### src/rtl/instr_issuer.sv
// instr_issuer: FIFO-buffered instruction register driving the controller start/waiting handshake.
// Define ISSUER_WATCHDOG_EN to add the EXEC watchdog (TIMEOUT parameter, sticky timeout_err).
module instr_issuer #(
    parameter int DEPTH = 4
`ifdef ISSUER_WATCHDOG_EN
    ,
    parameter int TIMEOUT = 15
`endif
) (
    input  logic                   clk,
    input  logic                   rst_n,
    input  logic                   in_valid,
    input  logic [15:0]            in_instr,
    output logic                   in_ready,
    input  logic                   waiting,
    output logic                   start,
    output logic [2:0]             opcode,
    output logic [1:0]             ALU_op,
    output logic [1:0]             shift_op,
    output logic [2:0]             rn,
    output logic [2:0]             rd,
    output logic [2:0]             rm,
    output logic [15:0]            sximm8,
    output logic [15:0]            sximm5,
    output logic                   busy,
    output logic                   retired,
    output logic [$clog2(DEPTH):0] count,
    output logic                   timeout_err
);
    localparam int PW = $clog2(DEPTH);
    localparam int CW = PW + 1;
    localparam logic [CW-1:0] FULL = CW'(DEPTH);

    localparam logic [1:0] S_IDLE  = 2'd0;
    localparam logic [1:0] S_ISSUE = 2'd1;
    localparam logic [1:0] S_EXEC  = 2'd2;

    logic [15:0]   mem_q [DEPTH];
    logic [PW-1:0] wr_ptr_q, wr_ptr_d, rd_ptr_q, rd_ptr_d;
    logic [CW-1:0] count_q, count_d;
    logic [1:0]    state_q, state_d;
    logic [15:0]   ir_q, ir_d;
    logic          seen_low_q, seen_low_d;
    logic          start_q, start_d;
    logic          busy_q, busy_d;
    logic          retired_q, retired_d;
    logic          push_s, pop_s;

`ifdef ISSUER_WATCHDOG_EN
    localparam int WW = $clog2(TIMEOUT + 1);
    logic [WW-1:0] wd_q, wd_d;
    logic          timeout_q, timeout_d;
`endif

    assign push_s = in_valid && in_ready;

    // Handshake FSM: pop into IR, strobe start, wait for the controller to leave and re-enter waiting.
    always_comb begin
        state_d    = state_q;
        ir_d       = ir_q;
        seen_low_d = seen_low_q;
        retired_d  = 1'b0;
        pop_s      = 1'b0;
`ifdef ISSUER_WATCHDOG_EN
        wd_d       = wd_q;
        timeout_d  = timeout_q;
`endif
        case (state_q)
            S_IDLE: begin
                if ((count_q != CW'(0)) && waiting) begin
                    pop_s   = 1'b1;
                    ir_d    = mem_q[rd_ptr_q];
                    state_d = S_ISSUE;
                end else begin
                    state_d = S_IDLE;
                end
            end
            S_ISSUE: begin
                seen_low_d = 1'b0;
                state_d    = S_EXEC;
`ifdef ISSUER_WATCHDOG_EN
                wd_d       = WW'(0);
`endif
            end
            S_EXEC: begin
                if (!waiting) begin
                    seen_low_d = 1'b1;
`ifdef ISSUER_WATCHDOG_EN
                    if (wd_q == WW'(TIMEOUT - 1)) begin
                        timeout_d  = 1'b1;
                        seen_low_d = 1'b0;
                        state_d    = S_IDLE;
                    end else begin
                        wd_d = wd_q + WW'(1);
                    end
`endif
                end else if (!seen_low_q) begin
                    // Controller never left waiting: it missed the strobe, so re-issue.
                    state_d = S_ISSUE;
                end else begin
                    retired_d  = 1'b1;
                    seen_low_d = 1'b0;
                    state_d    = S_IDLE;
                end
            end
            default: begin
                state_d = S_IDLE;
            end
        endcase
        start_d = (state_d == S_ISSUE);
        busy_d  = (state_d != S_IDLE);
    end

    // FIFO pointer and occupancy next-state.
    always_comb begin
        wr_ptr_d = push_s ? (wr_ptr_q + PW'(1)) : wr_ptr_q;
        rd_ptr_d = pop_s  ? (rd_ptr_q + PW'(1)) : rd_ptr_q;
        case ({push_s, pop_s})
            2'b10:   count_d = count_q + CW'(1);
            2'b01:   count_d = count_q - CW'(1);
            default: count_d = count_q;
        endcase
    end

    // FIFO storage; occupancy is tracked by the pointers, so no reset is needed.
    always_ff @(posedge clk) begin
        if (push_s) begin
            mem_q[wr_ptr_q] <= in_instr;
        end
    end

    // State registers.
    always_ff @(posedge clk or negedge rst_n) begin
        if (!rst_n) begin
            wr_ptr_q   <= PW'(0);
            rd_ptr_q   <= PW'(0);
            count_q    <= CW'(0);
            state_q    <= S_IDLE;
            ir_q       <= 16'h0000;
            seen_low_q <= 1'b0;
            start_q    <= 1'b0;
            busy_q     <= 1'b0;
            retired_q  <= 1'b0;
`ifdef ISSUER_WATCHDOG_EN
            wd_q       <= WW'(0);
            timeout_q  <= 1'b0;
`endif
        end else begin
            wr_ptr_q   <= wr_ptr_d;
            rd_ptr_q   <= rd_ptr_d;
            count_q    <= count_d;
            state_q    <= state_d;
            ir_q       <= ir_d;
            seen_low_q <= seen_low_d;
            start_q    <= start_d;
            busy_q     <= busy_d;
            retired_q  <= retired_d;
`ifdef ISSUER_WATCHDOG_EN
            wd_q       <= wd_d;
            timeout_q  <= timeout_d;
`endif
        end
    end

    assign in_ready = (count_q != FULL);
    assign count    = count_q;
    assign start    = start_q;
    assign busy     = busy_q;
    assign retired  = retired_q;
    assign opcode   = ir_q[15:13];
    assign ALU_op   = ir_q[12:11];
    assign rn       = ir_q[10:8];
    assign rd       = ir_q[7:5];
    assign shift_op = ir_q[4:3];
    assign rm       = ir_q[2:0];
    assign sximm8   = {{8{ir_q[7]}}, ir_q[7:0]};
    assign sximm5   = {{11{ir_q[4]}}, ir_q[4:0]};
`ifdef ISSUER_WATCHDOG_EN
    assign timeout_err = timeout_q;
`else
    assign timeout_err = 1'b0;
`endif

endmodule

### config.mk
export PLATFORM = sky130hd
export DESIGN_NAME = instr_issuer
export DESIGN_NICKNAME = d
export VERILOG_FILES = /design/src/rtl/instr_issuer.sv
export SDC_FILE = /design/constraint.sdc
export NUM_CORES = 1
export LEC_CHECK = 0
export CAP_MARGIN = 0
export CORE_ASPECT_RATIO = 0.6
export CORE_MARGIN = 1
export CORE_UTILIZATION = 51
export DETAILED_ROUTE_END_ITERATION = 16
export PLACE_DENSITY = 0.85
export SYNTH_ARGS = -nofsm -noshare
export SYNTH_HDL_FRONTEND = slang
export SYNTH_SLANG_ARGS = --single-unit
export TNS_END_PERCENT = 20
### constraint.sdc
create_clock -name clk -period 2.5 [get_ports clk]
set_input_delay 0.5 -clock clk [delete_from_list [all_inputs] [get_ports clk]]
set_output_delay 0.5 -clock clk [all_outputs]
set_load 0.05 [all_outputs]
Word level (Yosys, flattened, before mapping):

Memory sizes are Yosys's and may differ from the RTL's. A register that Yosys moved wholly into a read port is not among the register bits.
Cells that the tools add are included.

* output and inout bits: 56
* memory bits (writable): 64
* memories: 1
* register bits after elaboration: 13
* logic and storage cells: 42
* input port bits: 20

Memory list
* mem_q: depth 4, width 16, read ports 1, clocked after Yosys merged registers in 1, write ports 1, line 38 `logic [15:0] mem_q [DEPTH];`

* reductions and logical operators: 9
* add/sub/neg operators: 4
* muxes and demuxes: 14
* equality and inequality tests: 6

Operators by type and width (count)
* $mux 1: 10
* $eq 2x1->1 const B: 3
* $pmux 2 s3: 1
* $pmux 3 s2: 1
* $reduce_bool 2->1: 3
* $add 2x1->2 const B: 2
* $eq 2x2->1 const B: 2
* $add 3x1->3 const B: 1
* $ne 3x3->1 const B: 1
* $reduce_bool 3->1: 1
* $sub 3x1->3 const B: 1
* $logic_and 1x1->1: 2
* $logic_not 2->1: 1
* $mux 2: 1
* $pmux 1 s2: 1
* $reduce_and 2->1: 1
* $logic_not 1->1: 1

Depth between registers and ports, before layout:

* depth in word-level cells: 6
* gate-level depth with buffers: 11
* depth with buffers taken out: 10

Least setup slack after synthesis:

No wires, ideal clock.

* path kind: register to register
* from: register count_q[2], in the netlist count[2]
* to: register count_q[2], in the netlist count[2]
* data required time: 2.353 ns
* slack: -0.039 ns
* data arrival time: 2.392 ns
* buffers on the path: 0
* period minus slack after synthesis: 2.539 ns
* stages on the path, launching flop included: 10
* cell sequence: dfrtp_1 or3b_4 and2_4 inv_1 ha_1 inv_1 fa_1 xor2_1 nor2_1 xor2_1

RTL lines
* start, declared: line 40 `logic [CW-1:0] count_q, count_d;`
* start signal, assigned: line 151 `count_q <= count_d;`
* $ne 3x3->1 *: line 165 `assign in_ready = (count_q != FULL);`
* named net in_ready: line 14 `output logic in_ready,`
* $logic_and 1x1->1 *: line 55 `assign push_s = in_valid && in_ready;`
* $eq 2x1->1 / $eq 2x2->1 (equally long branches): line 118 `case ({push_s, pop_s})`
* $pmux 3 s2 / $reduce_bool 2->1 (equally long branches)

The timed path passes the listed nets; every way through them passes the cells marked *.
A chain may end at the register's enable or synchronous reset.

Worst setup path in the final report:

* from: register ir_q[4], read port of mem_q
* to: output port sximm5[4]

RTL lines
* start, declared: line 42 `logic [15:0] ir_q, ir_d;`
* end, declared: line 24 `output logic [15:0] sximm5,`

No word-level cell between the ends.

==> impl_metrics.env <==
export IMPL_status="complete, but fails checks"
export IMPL_violations="DRC"
export IMPL_pin_count=76
export IMPL_crit_path_end_kind="output port"
export IMPL_syn_area_um2=3861
export IMPL_clk_pin_slew_ns=0.06
export IMPL_syn_area_per_cell_um2=15.82
export IMPL_core_area_um2=7297
export IMPL_gp_congestion=0.7838
export IMPL_path_cells="clkdlybuf4s50_1"
export IMPL_crit_family="buffers and inverters"
export IMPL_vias_per_cell=5.020
export IMPL_firstDrtPassIters=10
export IMPL_finalCritPeriodShare_pct=91.38
export IMPL_wl_per_cell_um=16.61
export IMPL_drv_slew=0
export IMPL_clkSinkCount=93
export IMPL_grt_max_degree=30
export IMPL_worst_pin_slew_ns=0.7769
export IMPL_cap_violations=0
export IMPL_worst_slew_margin_rel_pct=48.21
export IMPL_cp_start_kind="flop"
export IMPL_worst_path_buf_inv=1
export IMPL_finalSetupViolCount=0
export IMPL_cp_max_fo=15
export IMPL_antenna_found_initial=0
export IMPL_critPathKind="flop to output port"
export IMPL_cts_made_buffers=9
export IMPL_ys_seq_elements=93
export IMPL_synth_fp_nets=273
export IMPL_fin_area_um2=4780
export IMPL_cts_root_buffer="clkbuf_16"
export IMPL_hold_path_class="flop to flop"
export IMPL_synth_cell_types=28
export IMPL_synth_edff_count=64
export IMPL_h_tree_depth=3
export IMPL_clk_latency_ns=0.34
export IMPL_cpPeakStageDelay_ns=0.89
export IMPL_skew_ns=0.007448
export IMPL_cts_tree="built"
export IMPL_start_util_pct=52.91
export IMPL_final_cell_mix="73 x clkdlybuf4s50_1, 64 x edfxtp_1, 50 x nand2_1"
export IMPL_ys_flop_type="edfxtp_1"
export IMPL_crit_required_ns=2.00
export IMPL_layout_commonest_cell="clkdlybuf4s50_1"
export IMPL_first_iter_violations=79
export IMPL_ys_seq_area_share_pct=68.57
export IMPL_fin_setup_tns_ns=0
export IMPL_wirelength_mm=6.726
export IMPL_die_w_um=114.3
export IMPL_die_h_um=69.40
export IMPL_yosysWarnings=0
export IMPL_layout_drive_gt1_share_pct=14.62
export IMPL_hold_buffers=0
export IMPL_fin_crit_ns=2.285
export IMPL_grt_pass1_wl_mm=10.64
export IMPL_layout_setup_ws_ns=0.2154
export IMPL_fin_nets=325
export IMPL_areaGrowthSynthToFinish_pct=23.78
export IMPL_grt_overflow=0
export IMPL_n_antenna_cell=0
export IMPL_cts_max_path_buffers=2
export IMPL_dp_hpwl_mm=4.310
export IMPL_critPathSlowestCell="clkdlybuf4s50_1"
export IMPL_rsz0062_at_grt="no"
export IMPL_timing_fmax_mhz=437.7
export IMPL_track_usage_pct=19.02
export IMPL_pre_cts_ws_ns=0.1493
export IMPL_placed_area_um2=4496
export IMPL_finalHoldViolations=0
export IMPL_drtAntennaViolNets=0
export IMPL_vias=2033
export IMPL_drc=1
export IMPL_async_flop_share_pct=31.18
export IMPL_grt_pass1_vias=2057
export IMPL_dieArea_um2=7935
export IMPL_io_buffers=74
export IMPL_postSynthCellCount=244
export IMPL_crit_arrival_ns=1.78
export IMPL_rows=24
==> worst paths after layout <==
| kind | from | endpoint | slack (ns) | depth (start not counted) |
|---|---|---|---|---|
| min in group asynchronous | rst_n | ir_q[9] | 0.57 | 2 |
| max reg2reg | count[0] | count[2] | 0.27 | 9 |
| max in group asynchronous | rst_n | count[2] | 1.61 | 2 |
| min reg2reg | ir_q[9] | ir_q[9] | 0.48 | 2 |
| max | ir_q[4] | sximm5[4] | 0.22 | 1 |
| min | ir_q[9] | ir_q[9] | 0.48 | 2 |
==> repair_timing <==
item | in CTS | in global routing
setup buffers | 0 | 0
resized for setup | 0 | 1
endpoints found under the setup margin | 0 | 1
==> cells in the mapped netlist, types with 2 or more instances <==
| master | n | area share [%] |
|---|---|---|
| o21ai_0 | 2 | 0.26 |
| dfrtp_1 | 29 | 19 |
| edfxtp_1 | 64 | 50 |
| inv_1 | 9 | 0.87 |
| xnor2_1 | 4 | 0.91 |
| mux4_2 | 16 | 9.3 |
| nand2_1 | 50 | 4.9 |
| and3_2 | 4 | 0.78 |
| buf_2 | 4 | 0.52 |
| buf_4 | 35 | 6.8 |
| nor2_1 | 2 | 0.19 |
| ha_1 | 8 | 2.6 |
| xor2_1 | 2 | 0.45 |
==> per-stage QoR <==
stage | instances | hold slack, ns | util, %
4_1_cts | 405 | 0.4856 | 65.47
3_5_place_dp | 389 | 0.4641 | 61.61
6_report | 405 | 0.4798 | 65.50
3_3_place_gp | 389 | 0.4605 | 61.61
2_1_floorplan | 244 | 0.2044 | -
5_1_grt | 405 | 0.5084 | 65.50
==> area by class of cell <==
cell class              count  area, µm²
clock buffers              14      244.0
clock inverters             2      37.54
fillers                   520       2517
inverters                  10      37.54
multi-input cells         102      893.4
flip-flops and latches     93       2649
well taps                 104      130.1
repair buffers             80      788.3
==> sequential cells by signal, indices dropped and copies added, names as in the netlist <==
register	count
mem_q	64
ir_q	16
count	3
rd_ptr_q	2
state_q	2
wr_ptr_q	2
busy	1
retired	1
seen_low_q	1
start	1
==> kinds of logic (layout without fill, tap and decap cells) <==
family / after synthesis / count (layout) / share of synthesized area [%]
adders and majority gates: 9 / 9 / 3.111
buffers and inverters: 49 / 106 / 8.295
other: 1 / 1 / 0.09712
muxes: 18 / 18 / 9.981
xor gates and xnor gates: 6 / 6 / 1.361
and+or+nand+nor: 63 / 63 / 7.291
DFF: 93 / 93 / 68.57
AOI/OAI and AO/OA: 5 / 5 / 1.296
==> routing by layer <==
layer | vias to the layer above | global-route usage (%) | part of all wire, %
met2 | 84 | 29.23 | 46
li1 | 934 | - | -
met1 | 1009 | 24.83 | 46
met5 | - | 0 | 0
met4 | 0 | 6.061 | 0.76
met3 | 6 | 7.867 | 6.9
Power is left out: the tool's default activity adds up to more than one toggle a clock period on the data nets, which glitch-free logic cannot reach.
